<file path="src/rtl/dma_adapter.sv">
// Converts dma_control 128-byte commands into single 16-beat 64-bit AXI-HP bursts.
// Optional sticky error flag enabled by defining DMA_ADAPTER_ERR_EN.
module dma_adapter #(
   parameter int BURST_LEN = 16,
   parameter int BUSY_MIN  = 4
) (
   input  logic        hclk,
   input  logic        rst,
   input  logic        adp_val,
   input  logic [24:0] adp_addr,
   input  logic        adp_type,
   output logic        adp_busy,
   input  logic [63:0] to_data,
   input  logic        to_val,
   output logic        to_ack,
   output logic [63:0] from_data,
   output logic        from_val,
   input  logic        from_ack,
   output logic [31:0] awaddr,
   output logic        awvalid,
   input  logic        awready,
   output logic [3:0]  awlen,
   output logic [2:0]  awsize,
   output logic [1:0]  awburst,
   output logic [63:0] wdata,
   output logic [7:0]  wstrb,
   output logic        wlast,
   output logic        wvalid,
   input  logic        wready,
   input  logic [1:0]  bresp,
   input  logic        bvalid,
   output logic        bready,
   output logic [31:0] araddr,
   output logic        arvalid,
   input  logic        arready,
   output logic [3:0]  arlen,
   output logic [2:0]  arsize,
   output logic [1:0]  arburst,
   input  logic [63:0] rdata,
   input  logic [1:0]  rresp,
   input  logic        rlast,
   input  logic        rvalid,
   output logic        rready
`ifdef DMA_ADAPTER_ERR_EN
   ,
   output logic        adp_err,
   input  logic        adp_err_clr
`endif
);

   localparam int BW = $clog2(BURST_LEN + 1);
   localparam int CW = $clog2(BUSY_MIN + 1);

   typedef enum logic [2:0] {IDLE, W_ADDR, W_DATA, W_RESP, R_ADDR, R_DATA, HOLD} state_t;

   state_t          r_state;
   logic [31:0]     r_addr;
   logic [BW-1:0]   r_beat;
   logic [CW-1:0]   r_bcnt;
   logic            r_busy;
   logic            r_awvalid;
   logic            r_arvalid;
   logic            r_bready;

   logic            w_in_w;
   logic            w_in_r;
   logic            w_wvalid;
   logic            w_whs;
   logic            w_rhs;
   logic            w_last_beat;
   logic            w_min_met;
   logic            w_unused;

   assign w_in_w      = (r_state == W_ADDR) || (r_state == W_DATA);
   assign w_in_r      = (r_state == R_DATA);
   assign w_wvalid    = w_in_w && to_val && (r_beat < BW'(BURST_LEN));
   assign w_whs       = w_wvalid && wready;
   assign w_rhs       = w_in_r && rvalid && from_ack;
   assign w_last_beat = (r_beat == BW'(BURST_LEN - 1));
   assign w_min_met   = (r_bcnt >= CW'(BUSY_MIN));
   // rlast is deliberately ignored: the beat counter decides when a read ends
   assign w_unused    = ^{rlast, rresp, bresp};

   assign adp_busy  = r_busy;
   assign awaddr    = r_addr;
   assign awvalid   = r_awvalid;
   assign awlen     = 4'(BURST_LEN - 1);
   assign awsize    = 3'd3;
   assign awburst   = 2'b01;
   assign wdata     = to_data;
   assign wstrb     = 8'hff;
   assign wvalid    = w_wvalid;
   assign wlast     = w_in_w && w_last_beat;
   assign to_ack    = w_whs;
   assign bready    = r_bready;
   assign araddr    = r_addr;
   assign arvalid   = r_arvalid;
   assign arlen     = 4'(BURST_LEN - 1);
   assign arsize    = 3'd3;
   assign arburst   = 2'b01;
   assign from_data = rdata;
   assign from_val  = w_in_r && rvalid;
   assign rready    = w_in_r && from_ack;

   always_ff @(posedge hclk or posedge rst) begin
      if (rst) begin
         r_state   <= IDLE;
         r_addr    <= '0;
         r_beat    <= '0;
         r_bcnt    <= '0;
         r_busy    <= 1'b0;
         r_awvalid <= 1'b0;
         r_arvalid <= 1'b0;
         r_bready  <= 1'b0;
      end else begin
         // r_bcnt counts cycles since accept, saturating once the minimum busy time is met
         if (r_busy && !w_min_met) r_bcnt <= r_bcnt + CW'(1);
         if (w_whs || w_rhs) r_beat <= r_beat + BW'(1);
         case (r_state)
            IDLE: begin
               if (adp_val) begin
                  r_addr <= {adp_addr, 7'h0};
                  r_busy <= 1'b1;
                  r_bcnt <= CW'(1);
                  r_beat <= '0;
                  if (adp_type) begin
                     r_state   <= W_ADDR;
                     r_awvalid <= 1'b1;
                  end else begin
                     r_state   <= R_ADDR;
                     r_arvalid <= 1'b1;
                  end
               end
            end
            W_ADDR: begin
               if (awready) begin
                  r_awvalid <= 1'b0;
                  if ((r_beat == BW'(BURST_LEN)) || (w_whs && w_last_beat)) begin
                     r_state  <= W_RESP;
                     r_bready <= 1'b1;
                  end else begin
                     r_state <= W_DATA;
                  end
               end
            end
            W_DATA: begin
               if (w_whs && w_last_beat) begin
                  r_state  <= W_RESP;
                  r_bready <= 1'b1;
               end
            end
            W_RESP: begin
               if (bvalid) begin
                  r_bready <= 1'b0;
                  r_state  <= w_min_met ? IDLE : HOLD;
                  r_busy   <= !w_min_met;
               end
            end
            R_ADDR: begin
               if (arready) begin
                  r_arvalid <= 1'b0;
                  r_state   <= R_DATA;
               end
            end
            R_DATA: begin
               if (w_rhs && w_last_beat) begin
                  r_state <= w_min_met ? IDLE : HOLD;
                  r_busy  <= !w_min_met;
               end
            end
            HOLD: begin
               if (w_min_met) begin
                  r_state <= IDLE;
                  r_busy  <= 1'b0;
               end
            end
            default: r_state <= IDLE;
         endcase
      end
   end

`ifdef DMA_ADAPTER_ERR_EN
   logic r_err;

   always_ff @(posedge hclk or posedge rst) begin
      if (rst) begin
         r_err <= 1'b0;
      end else if (adp_err_clr) begin
         r_err <= 1'b0;
      end else if ((r_state == W_RESP && bvalid && bresp != 2'b00) ||
                   (w_rhs && rresp != 2'b00) || (adp_val && r_busy)) begin
         r_err <= 1'b1;
      end
   end

   assign adp_err = r_err;
`endif

endmodule

</file>
<file path="config.mk">
export PLATFORM = sky130hd
export DESIGN_NAME = dma_adapter
export DESIGN_NICKNAME = d
export VERILOG_FILES = /design/src/rtl/dma_adapter.sv
export SDC_FILE = /design/constraint.sdc
export NUM_CORES = 1
export LEC_CHECK = 0
export CAP_MARGIN = 20
export CORE_AREA = 2 2 156 158
export CTS_BUF_LIST = sky130_fd_sc_hd__clkbuf_8
export CTS_CLUSTER_DIAMETER = 60
export DETAILED_ROUTE_END_ITERATION = 8
export DIE_AREA = 0 0 158 160
export GPL_TIMING_DRIVEN = 0
export PLACE_DENSITY_LB_ADDON = 0.12
export SKIP_LAST_GASP = 1
export SYNTH_ARGS = -nofsm -noshare
export SYNTH_HDL_FRONTEND = slang
export SYNTH_SLANG_ARGS = --single-unit
</file>
<file path="constraint.sdc">
create_clock -name hclk -period 2 [get_ports hclk]
set_input_delay 0.4 -clock hclk [delete_from_list [all_inputs] [get_ports hclk]]
set_output_delay 0.4 -clock hclk [all_outputs]
set_load 0.02 [all_outputs]
</file>
==> results.yml, run 1 <==
global_routing:
  grt_pass1_wl_um: 16900
  track_usage_pct: 8.50
  grt_max_degree: 24
  grt-ovfl-total: 0
  antenna_found_initial: 0
  grt_pass1_vias: 3286
timing:
  finalCritPeriodShare_pct: 98.4
  slew_headroom_pct: 60.7
  holdWs_ps: 432
  hold_violations: 0
  tightest_slew_ps: 590
  slew_violations: 0
  tns_ps: 0
  max_freq_ghz: 0.508
  fin_crit_ps: 1970
  finalSetupViolCount: 0
  rsz0062_at_grt: "yes"
  skew_ps: 4.53
logic_synthesis:
  synth_ff_type: "dfrtp_1"
  synth_edf_count: 0
  synth-seq-area-share_pct: 28.6
  ys_seq_elements: 40
  avgSynthCellArea_um2: 8.25
  synth_cell_types: 45
  synth_area_um2: 3510
  async_reset_ff_share_pct: 100
  synthCells: 425
  yosys_warnings: 0
clocking:
  clk_latency_ps: 310
  clkTransAtPathRegs_ps: 90
  htree_levels: 2
  cts_sinks: 40
  cts_buffer_depth: 2
  holdBufCountCts: 0
  cts_buffers: 5
  cts_tree: "built"
  root_buffer: "clkbuf_8"
placement:
  numPortBuffers: 222
  dp_cells: 1010
  dpl.hpwl_um: 9820
  place_congestion: 0.754
floorplan:
  start_util_pct: 14.7
  die_area_um2: 25300
  die_height_um: 160
  row_count: 57
  io_pins: 396
  coreArea_um2: 23800
  die_w_um: 158
setup_path:
  r2r_slack_ps: 190
  worstSetupEndpointType: "primary output"
  reg2reg_to: "adp_busy"
  critPathMaxFanout: 5
  arrival_ps: 1570
  cp.required_ps: 1600
  path_class: "reg2out"
  r2r-start: "r_beat[0]"
  reg2reg_depth: 7
  cp-start-kind: "flop"
detailed_routing:
  vias_per_cell: 3.31
  first_iter_violations: 87
  vias: 3386
  first_pass_iters: 4
  ant_nets: 0
  wl_per_cell_um: 11.3
  wl_um: 11500
  drc: 0
final_layout:
  nNetsFinal: 873
  final_cell_count_no_fill: 1024
  drive_gt1_share_pct: 33.7
  final-seq-area_um2: 1000
  nFillCells: 2627
  antenna_cells: 0
  syn_to_final_growth_pct: 84.9
  multi_input_area_um2: 1110
power:
  swShare_pct: 42.1
  p_comb_share_pct: 65.9
  netSwitchingPower_w: 0.00276
  p_per_area_nw_per_um2: 1010
  internal_power_w: 0.00380
  p_clk_share_pct: 11.7
  max-vdd-ir-drop_mv: 0.444
  sequentialPowerShare_pct: 22.4
  leakagePower_nw: 3.11
hold_path:
  hold_path.class: "in2async"
job:
  cap_violations: 0
status:
  status: "complete, no violations"
## how the worst max path moves through the flow
| stage | slack (ps) | end | cells after the start | start |
|---|---|---|---|---|
| 2_1_floorplan | 360 | adp_busy | 7 | r_beat[0] |
| 3_3_place_gp | -520 | araddr[19] | 2 | rst |
| 3_5_place_dp | -500 | to_ack | 5 | to_val |
| 4_1_cts | -20 | wlast | 5 | r_beat[0] |
| 5_1_grt | -40 | wlast | 5 | r_beat[0] |
| 6_report | 30 | wlast | 5 | r_beat[0] |
## cell usage after synthesis, types with 2 or more instances
| library cell | number | area share (%) |
|---|---|---|
| conb_1 | 2 | 0.21 |
| nor2_1 | 4 | 0.43 |
| o21ai_0 | 6 | 0.86 |
| nor3_1 | 4 | 0.57 |
| dfrtp_1 | 40 | 29 |
| buf_2 | 3 | 0.43 |
| nand2b_1 | 4 | 0.71 |
| and4_1 | 2 | 0.50 |
| and3_1 | 6 | 1.1 |
| ha_1 | 5 | 1.8 |
| inv_1 | 10 | 1.1 |
| a31oi_1 | 2 | 0.36 |
| mux2i_1 | 4 | 1.1 |
| nand2_1 | 80 | 8.6 |
| buf_4 | 196 | 42 |
| clkbuf_1 | 4 | 0.43 |
| nand3_1 | 8 | 1.1 |
| and2_1 | 4 | 0.71 |
| a211oi_1 | 2 | 0.43 |
| buf_6 | 2 | 0.64 |
| a21oi_1 | 13 | 1.9 |
## worst max-delay path, cell delays in order (launching register included)
cell and delay [ps]:
dfrtp_1 400, ha_2 190, and3_4 180, ha_4 170, and3_1 170, buf_4 150
## flip-flops by register name, indices dropped and copies added (netlist names)
register,cells
r_bcnt,3
adp_busy,1
araddr,25
r_state,3
arvalid,1
r_beat,5
bready,1
awvalid,1
## routing by layer
metal / wire (µm) / track usage (%) / part of all wire, % / vias up
li1: - / - / - / 1667
met1: 3950 / 8.38 / 34 / 1525
met2: 6440 / 16.9 / 56 / 182
met3: 1010 / 2.52 / 8.7 / 12
met4: 129 / 2.17 / 1.1 / 0
met5: 0 / 0 / 0 / -
## layout by cell type (no fill, tap or decap), types with 2 or more instances in the layout
cell and n:
a211oi_1 2, dfrtp_1 40, ha_1 3, clkdlybuf4s50_1 217, buf_4 204, mux2i_1 4
and2_1 4, nor3_1 4, conb_1 40, a31oi_1 2, buf_6 2, buf_2 6
nand2b_1 4, and4_1 2, a21oi_1 13, inv_1 9, and3_1 5, and3_4 2
nand2_1 80, clkbuf_1 4, clkbuf_8 7, nand3_1 8, o21ai_0 6, nor2_1 4
## stage by stage
stage / setup slack (ps) / total power (W) / util (%) / area (µm²)
finish: 32.5 / 0.00655 / 27.2 / 6480
global route: -35.2 / 0.00704 / 27.2 / 6480
global placement: -519 / 0.00577 / 26.3 / 6280
floorplan: 363 / 0.00400 / - / 3650
detailed placement: -501 / 0.00578 / 26.4 / 6300
CTS: -23.7 / 0.00664 / 27.1 / 6450
## kinds of logic after synthesis
logic type | after synthesis | synth area share (%)
multiplexers | 5 | 1.57
adder cells (fa/ha/maj) | 6 | 2.07
buffers and inverters | 216 | 44.6
other | 2 | 0.214
AO/OA/AOI/OAI | 34 | 6.39
XOR/XNOR | 1 | 0.464
flip-flops | 40 | 28.6
AND/OR/NAND/NOR | 121 | 16.1
## cell type report
class / instances / area share [%]
clock inverter: 1 / 0.463
sequential: 40 / 15.4
clock buffer: 7 / 1.49
tap: 324 / 6.25
multi-input combinational: 207 / 17.2
timing repair buffer: 229 / 35.0
inverter: 11 / 0.676
buffer: 205 / 23.5
## power groups by stage
stage | clock network, W | logic, W | registers (W)
floorplan | 0 | 0.00225 | 0.00175
global placement | 0 | 0.00428 | 0.00149
detailed placement | 0 | 0.00427 | 0.00150
CTS | 0.000826 | 0.00433 | 0.00149
global route | 0.000847 | 0.00465 | 0.00154
finish | 0.000768 | 0.00432 | 0.00147
## what timing repair did
| action | CTS | global route |
|---|---|---|
| endpoints found under the setup margin | 5 | 5 |
| setup buffers | 2 | 4 |
| gates resized for setup | 24 | 5 |
(Power assumes the default switching activity.)
==> inputs of run 2 (changes only) <==
Settings changed: CORE_AREA 2 2 156 158 to 2 2 152 154, DIE_AREA 0 0 158 160 to 0 0 154 156, DONT_BUFFER_PORTS set to 1, SKIP_CTS_REPAIR_TIMING set to 1.
==> run 2 against run 1 <==
Net effect:
- design area down 36%
- sequential cell count unchanged
- clock skew up 5.7 ps
- highest routed layer unchanged
- utilization down 8.6 points
==> results.yml, run 2 (same netlist as run 1, synthesis figures left out) <==
global_routing:
  grt_max_degree: 26
  track_usage_pct: 7.83
  antenna_found_initial: 0
  grt_pass1_vias: 2342
  grt-ovfl-total: 0
  grt_pass1_wl_um: 14100
timing:
  max_freq_ghz: 0.519
  slew_headroom_pct: 58.3
  tightest_slew_ps: 626
  hold_violations: 0
  skew_ps: 10.3
  fin_crit_ps: 1930
  setup_ws_ps: 73.8
  finalCritPeriodShare_pct: 96.3
  slew_violations: 0
  finalSetupViolCount: 0
final_layout:
  postLayoutCellArea_um2: 4170
  drive_gt1_share_pct: 47.9
  syn_to_final_growth_pct: 18.9
  nNetsFinal: 650
  final_cell_mix: "200 x buf_4, 80 x nand2_1, 40 x conb_1, 40 x dfrtp_1, 13 x a21oi_1"
  largest_reg_flops: 25
  antenna_cells: 0
  mostFrequentLayoutCell: "buf_4"
placement:
  place_congestion: 0.733
  place_area_um2: 4030
  dpl.hpwl_um: 8760
  numPortBuffers: 0
  dp_slack_ps: 23.8
setup_path:
  reg2reg_depth: 7
  cpLargestDelayFamily: "flip-flops"
  reg2reg_to: "r_state[2]"
  cp.required_ps: 1600
  r2r-start: "r_beat[1]"
  arrival_ps: 1530
  critPathMaxFanout: 5
  path_buf_inv: 0
  path_class: "reg2out"
  cp-start-kind: "flop"
  path_cells: "ha_2 -> and3_1 -> ha_4 -> and3_4"
  worstSetupEndpointType: "primary output"
  cp_slowest_stage_delay_ps: 420
  crit_slowest_cell: "dfrtp_1"
  r2r_slack_ps: 190
clocking:
  cts_sinks: 40
  cts_buffer_depth: 2
  htree_levels: 2
  root_buffer: "clkbuf_8"
  cts_buffers: 5
  cts_tree: "built"
  clkTransAtPathRegs_ps: 90
  clk_latency_ps: 320
power:
  swShare_pct: 51.0
  leakagePower_nw: 2.21
  p_comb_share_pct: 52.3
  internal_power_w: 0.00251
  max-vdd-ir-drop_mv: 0.442
  sequentialPowerShare_pct: 36.5
  p_per_area_nw_per_um2: 1230
  p_clk_share_pct: 11.2
  netSwitchingPower_w: 0.00261
status:
  status: "complete, no violations"
detailed_routing:
  wl_um: 10700
  vias: 2628
  vias_per_cell: 3.45
  first_pass_iters: 4
  ant_nets: 0
  first_iter_violations: 106
  drc: 0
  wl_per_cell_um: 14.0
floorplan:
  die_w_um: 154
  die_height_um: 156
  start_util_pct: 15.7
  row_count: 55
  coreArea_um2: 22400
  die_area_um2: 24000
  io_pins: 396
hold_path:
  worstHoldStart: "adp_type"
  hold_path.class: "in2reg"
  min_path_cells: 1
  min_to: "arvalid"
job:
  cap_violations: 0
## run 2: cell count changes in the layout (fill, tap and decap cells not counted), moves of 2 or more
cell             previous run  this run
clkdlybuf4s50_1           217         0
buf_4                     204       200
buf_2                       6         3
clkbuf_8                    7         5
## run 2: area by class of cell
cell class	count	area, µm²
fillers	2507	18200
well taps	285	357
clock inverters	2	8.76
repair buffers	6	60.1
inverters	11	41.3
plain buffers	205	1520
multi-input cells	207	1110
flip-flops and latches	40	1000
clock buffers	5	68.8
## run 2: power by group through the flow
stage          registers [W]  clock network (W)  logic, W
4_1_cts              0.00189           0.000636   0.00264
5_1_grt              0.00193           0.000658   0.00295
3_3_place_gp         0.00190                  0   0.00264
3_5_place_dp         0.00190                  0   0.00264
6_report             0.00186           0.000575   0.00267
2_1_floorplan        0.00175                  0   0.00225
## run 2: how the worst max path moves through the flow
stage | start | to | depth (start not counted)
after floorplan | r_beat[0] | adp_busy | 7
after global placement | rst | r_beat[3] | 1
after detailed placement | r_beat[1] | adp_busy | 7
after CTS | r_beat[1] | wlast | 4
after global routing | r_beat[0] | wlast | 4
final | r_beat[0] | wlast | 4
## run 2: routing by layer
metal	up-vias	global-route usage [%]	routed length, µm
met5	-	0	0
met4	0	2.54	118
met3	8	2.92	998
met2	183	14.5	5890
met1	1222	8.17	3670
li1	1215	-	-
## run 2: per-stage QoR
stage | hold WS, ps | total power [W] | utilization [%] | instances | TNS [ps]
2_1_floorplan | 452 | 0.00400 | - | 463 | 0
3_3_place_gp | 493 | 0.00454 | 17.9 | 748 | -6270
3_5_place_dp | 309 | 0.00454 | 18.0 | 749 | 0
4_1_cts | -60.0 | 0.00516 | 18.3 | 756 | -132
5_1_grt | 159 | 0.00554 | 18.6 | 761 | -10.3
6_report | 177 | 0.00511 | 18.6 | 761 | 0
## run 2: worst reg2reg max path: cells and delay by family (launching register included)
family / cells / cell delay (ps)
adder cells (fa/ha/maj): 2 / 380
AO/OA/AOI/OAI: 3 / 570
flip-flops: 1 / 400
AND/OR/NAND/NOR: 2 / 330
==> patch (settings of run 1) <==
Build with the macro `DMA_ADAPTER_ERR_EN` defined.
--- a/src/rtl/dma_adapter.sv
+++ b/src/rtl/dma_adapter.sv
@@ -1,5 +1,7 @@
 // Converts dma_control 128-byte commands into single 16-beat 64-bit AXI-HP bursts.
 // Optional sticky error flag enabled by defining DMA_ADAPTER_ERR_EN.
+`define DMA_ADAPTER_ERR_EN
+
 module dma_adapter #(
    parameter int BURST_LEN = 16,
    parameter int BUSY_MIN  = 4
Ports: changed (added adp_err and adp_err_clr); port bits go from 396 to 398. No check against the original RTL was run, so the function may have changed too.
==> patch against run 1 <==
- sequential cell count grew 1
- area after synthesis grew 0.39%
- setup slack gained 0.053 ns
- cell area grew 1.3%
- cell count shrank 4.5%
- total power shrank 17%
- first-iteration DRC count shrank 38%
- wire length grew 4.1%
- critical path depth is the same
- critical path type unchanged
==> patch: results (changes against run 1) <==
- Clock Tree Root: sky130_fd_sc_hd__clkbuf_8 (unchanged)
- The critical path arrival is 1.51 ns (was 1.57 ns).
- The count of warnings emitted by yosys is 0 (unchanged).
* Sequential area share after synthesis: 29.2% (was 28.6%)
* Total number of vias: 3,219 (was 3,386)
- CTS clk-pin slew, worst paths: 0.08 ns
* Fraction of layout cells with a size suffix above 1: 36.2% (was 33.7%)
* Number of detailed-route iterations in the first pass: 4 (unchanged)
- The net total in the final layout was 828 (was 873).
* Static Leakage: 0.00303 uW (was 0.00311 uW)
- Pre-CTS setup slack: -0.549 ns (was -0.501 ns)
- The launching instance or port of the critical path is r_beat[1] (was r_beat[0]).
* Startpoint of the worst-slack reg-to-reg timing path: r_state[1] (was r_beat[0])
- The clock buffer count from CTS was 5 (unchanged).
- The initial antenna violation count came to 0 (unchanged).
* Flip-flop count of the largest register after layout: 25 (unchanged)
* Final GP Congestion: 0.738 (was 0.754)
- Estimated wirelength of the detail-placed design: 10.3 mm (was 9.82 mm)
- The async set-reset flop share out of synthesis is 100% (unchanged).
* Buffers from clock root to sink, at most: 2 (unchanged)
* Clock Skew: 0.0102 ns (was 0.00453 ns)
- Top area cells in the synthesized netlist: sky130_fd_sc_hd__buf_4, sky130_fd_sc_hd__dfrtp_1, sky130_fd_sc_hd__mux2_1 (was sky130_fd_sc_hd__buf_4, sky130_fd_sc_hd__dfrtp_1, sky130_fd_sc_hd__nand2_1)
* Maximum level of the CTS H-tree: 2 (unchanged)
- The number of buffers added on ports was 228 (was 222).
* GRT Util Overall: 8.59% (was 8.50%)
- Most frequently used flop master after synthesis: sky130_fd_sc_hd__dfrtp_1 (unchanged)
* Worst Hold Class: in2async (unchanged)
* Pin count of the biggest net entering global routing: 26 (was 24)
- The number of DRC violations after detailed-routing iteration 0 is 54 (was 87).
- At the later pin of the worst-skew pair, clock insertion delay measures around 0.32 ns.
- Most frequent cells after synthesis: sky130_fd_sc_hd__buf_4, sky130_fd_sc_hd__dfrtp_1, sky130_fd_sc_hd__mux2_1, sky130_fd_sc_hd__nor2_1, sky130_fd_sc_hd__inv_1 (was sky130_fd_sc_hd__buf_4, sky130_fd_sc_hd__nand2_1, sky130_fd_sc_hd__dfrtp_1, sky130_fd_sc_hd__a21oi_1, sky130_fd_sc_hd__inv_1)
* Ant. Diodes: 0 (unchanged)
* Worst VDD drop: 0.426 mV (was 0.444 mV)
- The top fanout value on the critical path is 6 (was 5).
* Wirelength, routed: 12.0 mm (was 11.5 mm)
* Vias in the first global route: 2,914 (was 3,286)
* Status: complete, no violations (unchanged)
- Count of cell types in the netlist: 51 (was 45)
- The first-pass GRT wire length was 16.4 mm (was 16.9 mm).
## patch: cell types whose count changed in the layout (fill, tap and decap cells not counted), sizes merged, moves of 6 or more
cell,run 1,this run
mux2,1,26
nand2,80,6
nand3,9,0
nor2,4,10
a21oi,13,7
clkdlybuf4s50,217,223
## patch: through the flow
stage          total power, uW  cells  instance area (um2)
2_1_floorplan             3300    411                 3660
3_5_place_dp              4680    964                 6370
5_1_grt                   5790    978                 6570
3_3_place_gp              4660    963                 6350
4_1_cts                   5510    977                 6570
6_report                  5420    978                 6570
## patch: logic make-up (layout without fill, tap and decap cells)
group                    count (synthesis)  in the layout  share of synthesized area, %
AND/OR/NAND/NOR                         44             44                          7.47
other                                    2             40                         0.213
flip-flops                              41             41                          29.2
adder cells (fa/ha/maj)                  6              6                          2.06
buffers and inverters                  213            456                          43.9
AO/OA/AOI/OAI                           34             34                          7.07
multiplexers                            28             28                          8.89
XOR/XNOR                                 5              5                          1.24
## patch: power breakdown
group	switching, uW	total (uW)	internal (uW)
clock network	323	726	402
logic	1570	3330	1760
registers	236	1360	1130
total	2130	5420	3290
## patch: area by class of cell
type / count / area (um2)
Tap cell: 324 / 405
Multi-Input combinational cell: 157 / 1130
Timing Repair Buffer: 236 / 2340
Inverter: 9 / 33.8
Fill cell: 2528 / 17300
Sequential cell: 41 / 1030
Clock buffer: 6 / 82.6
Buffer: 203 / 1520
Clock inverter: 2 / 33.8
## patch: worst paths after layout
check / endpoint / slack (ns) / cells past startpoint
min: araddr[17] / 0.39 / 2
max: wlast / 0.09 / 5
min reg2reg: bready / 0.50 / 2
max reg2reg: araddr[21] / 0.11 / 6
min in group hclk: bready / 0.50 / 2
max in group asynchronous: r_beat[4] / 1.12 / 3
## patch: critical path, cell delays in order, from the launching register on
cell,delay (ns)
sky130_fd_sc_hd__dfrtp_1,0.40
sky130_fd_sc_hd__ha_2,0.19
sky130_fd_sc_hd__and3_4,0.18
sky130_fd_sc_hd__ha_4,0.17
sky130_fd_sc_hd__and2_4,0.14
sky130_fd_sc_hd__buf_6,0.12
## patch: repair_timing
item                       in CTS  in global routing
setup endpoints to repair      28                  5
buffers inserted                5                  2
gates resized for setup        31                  7
pin swaps                       2                  1
## patch: layer usage
| metal | global-route usage (%) | wire (um) | vias to the layer above |
|---|---|---|---|
| met5 | 0 | 0 | - |
| met4 | 1.97 | 113 | 0 |
| met3 | 2.63 | 1230 | 7 |
| met2 | 16.5 | 6410 | 198 |
| met1 | 9.02 | 4250 | 1473 |
| li1 | - | - | 1541 |
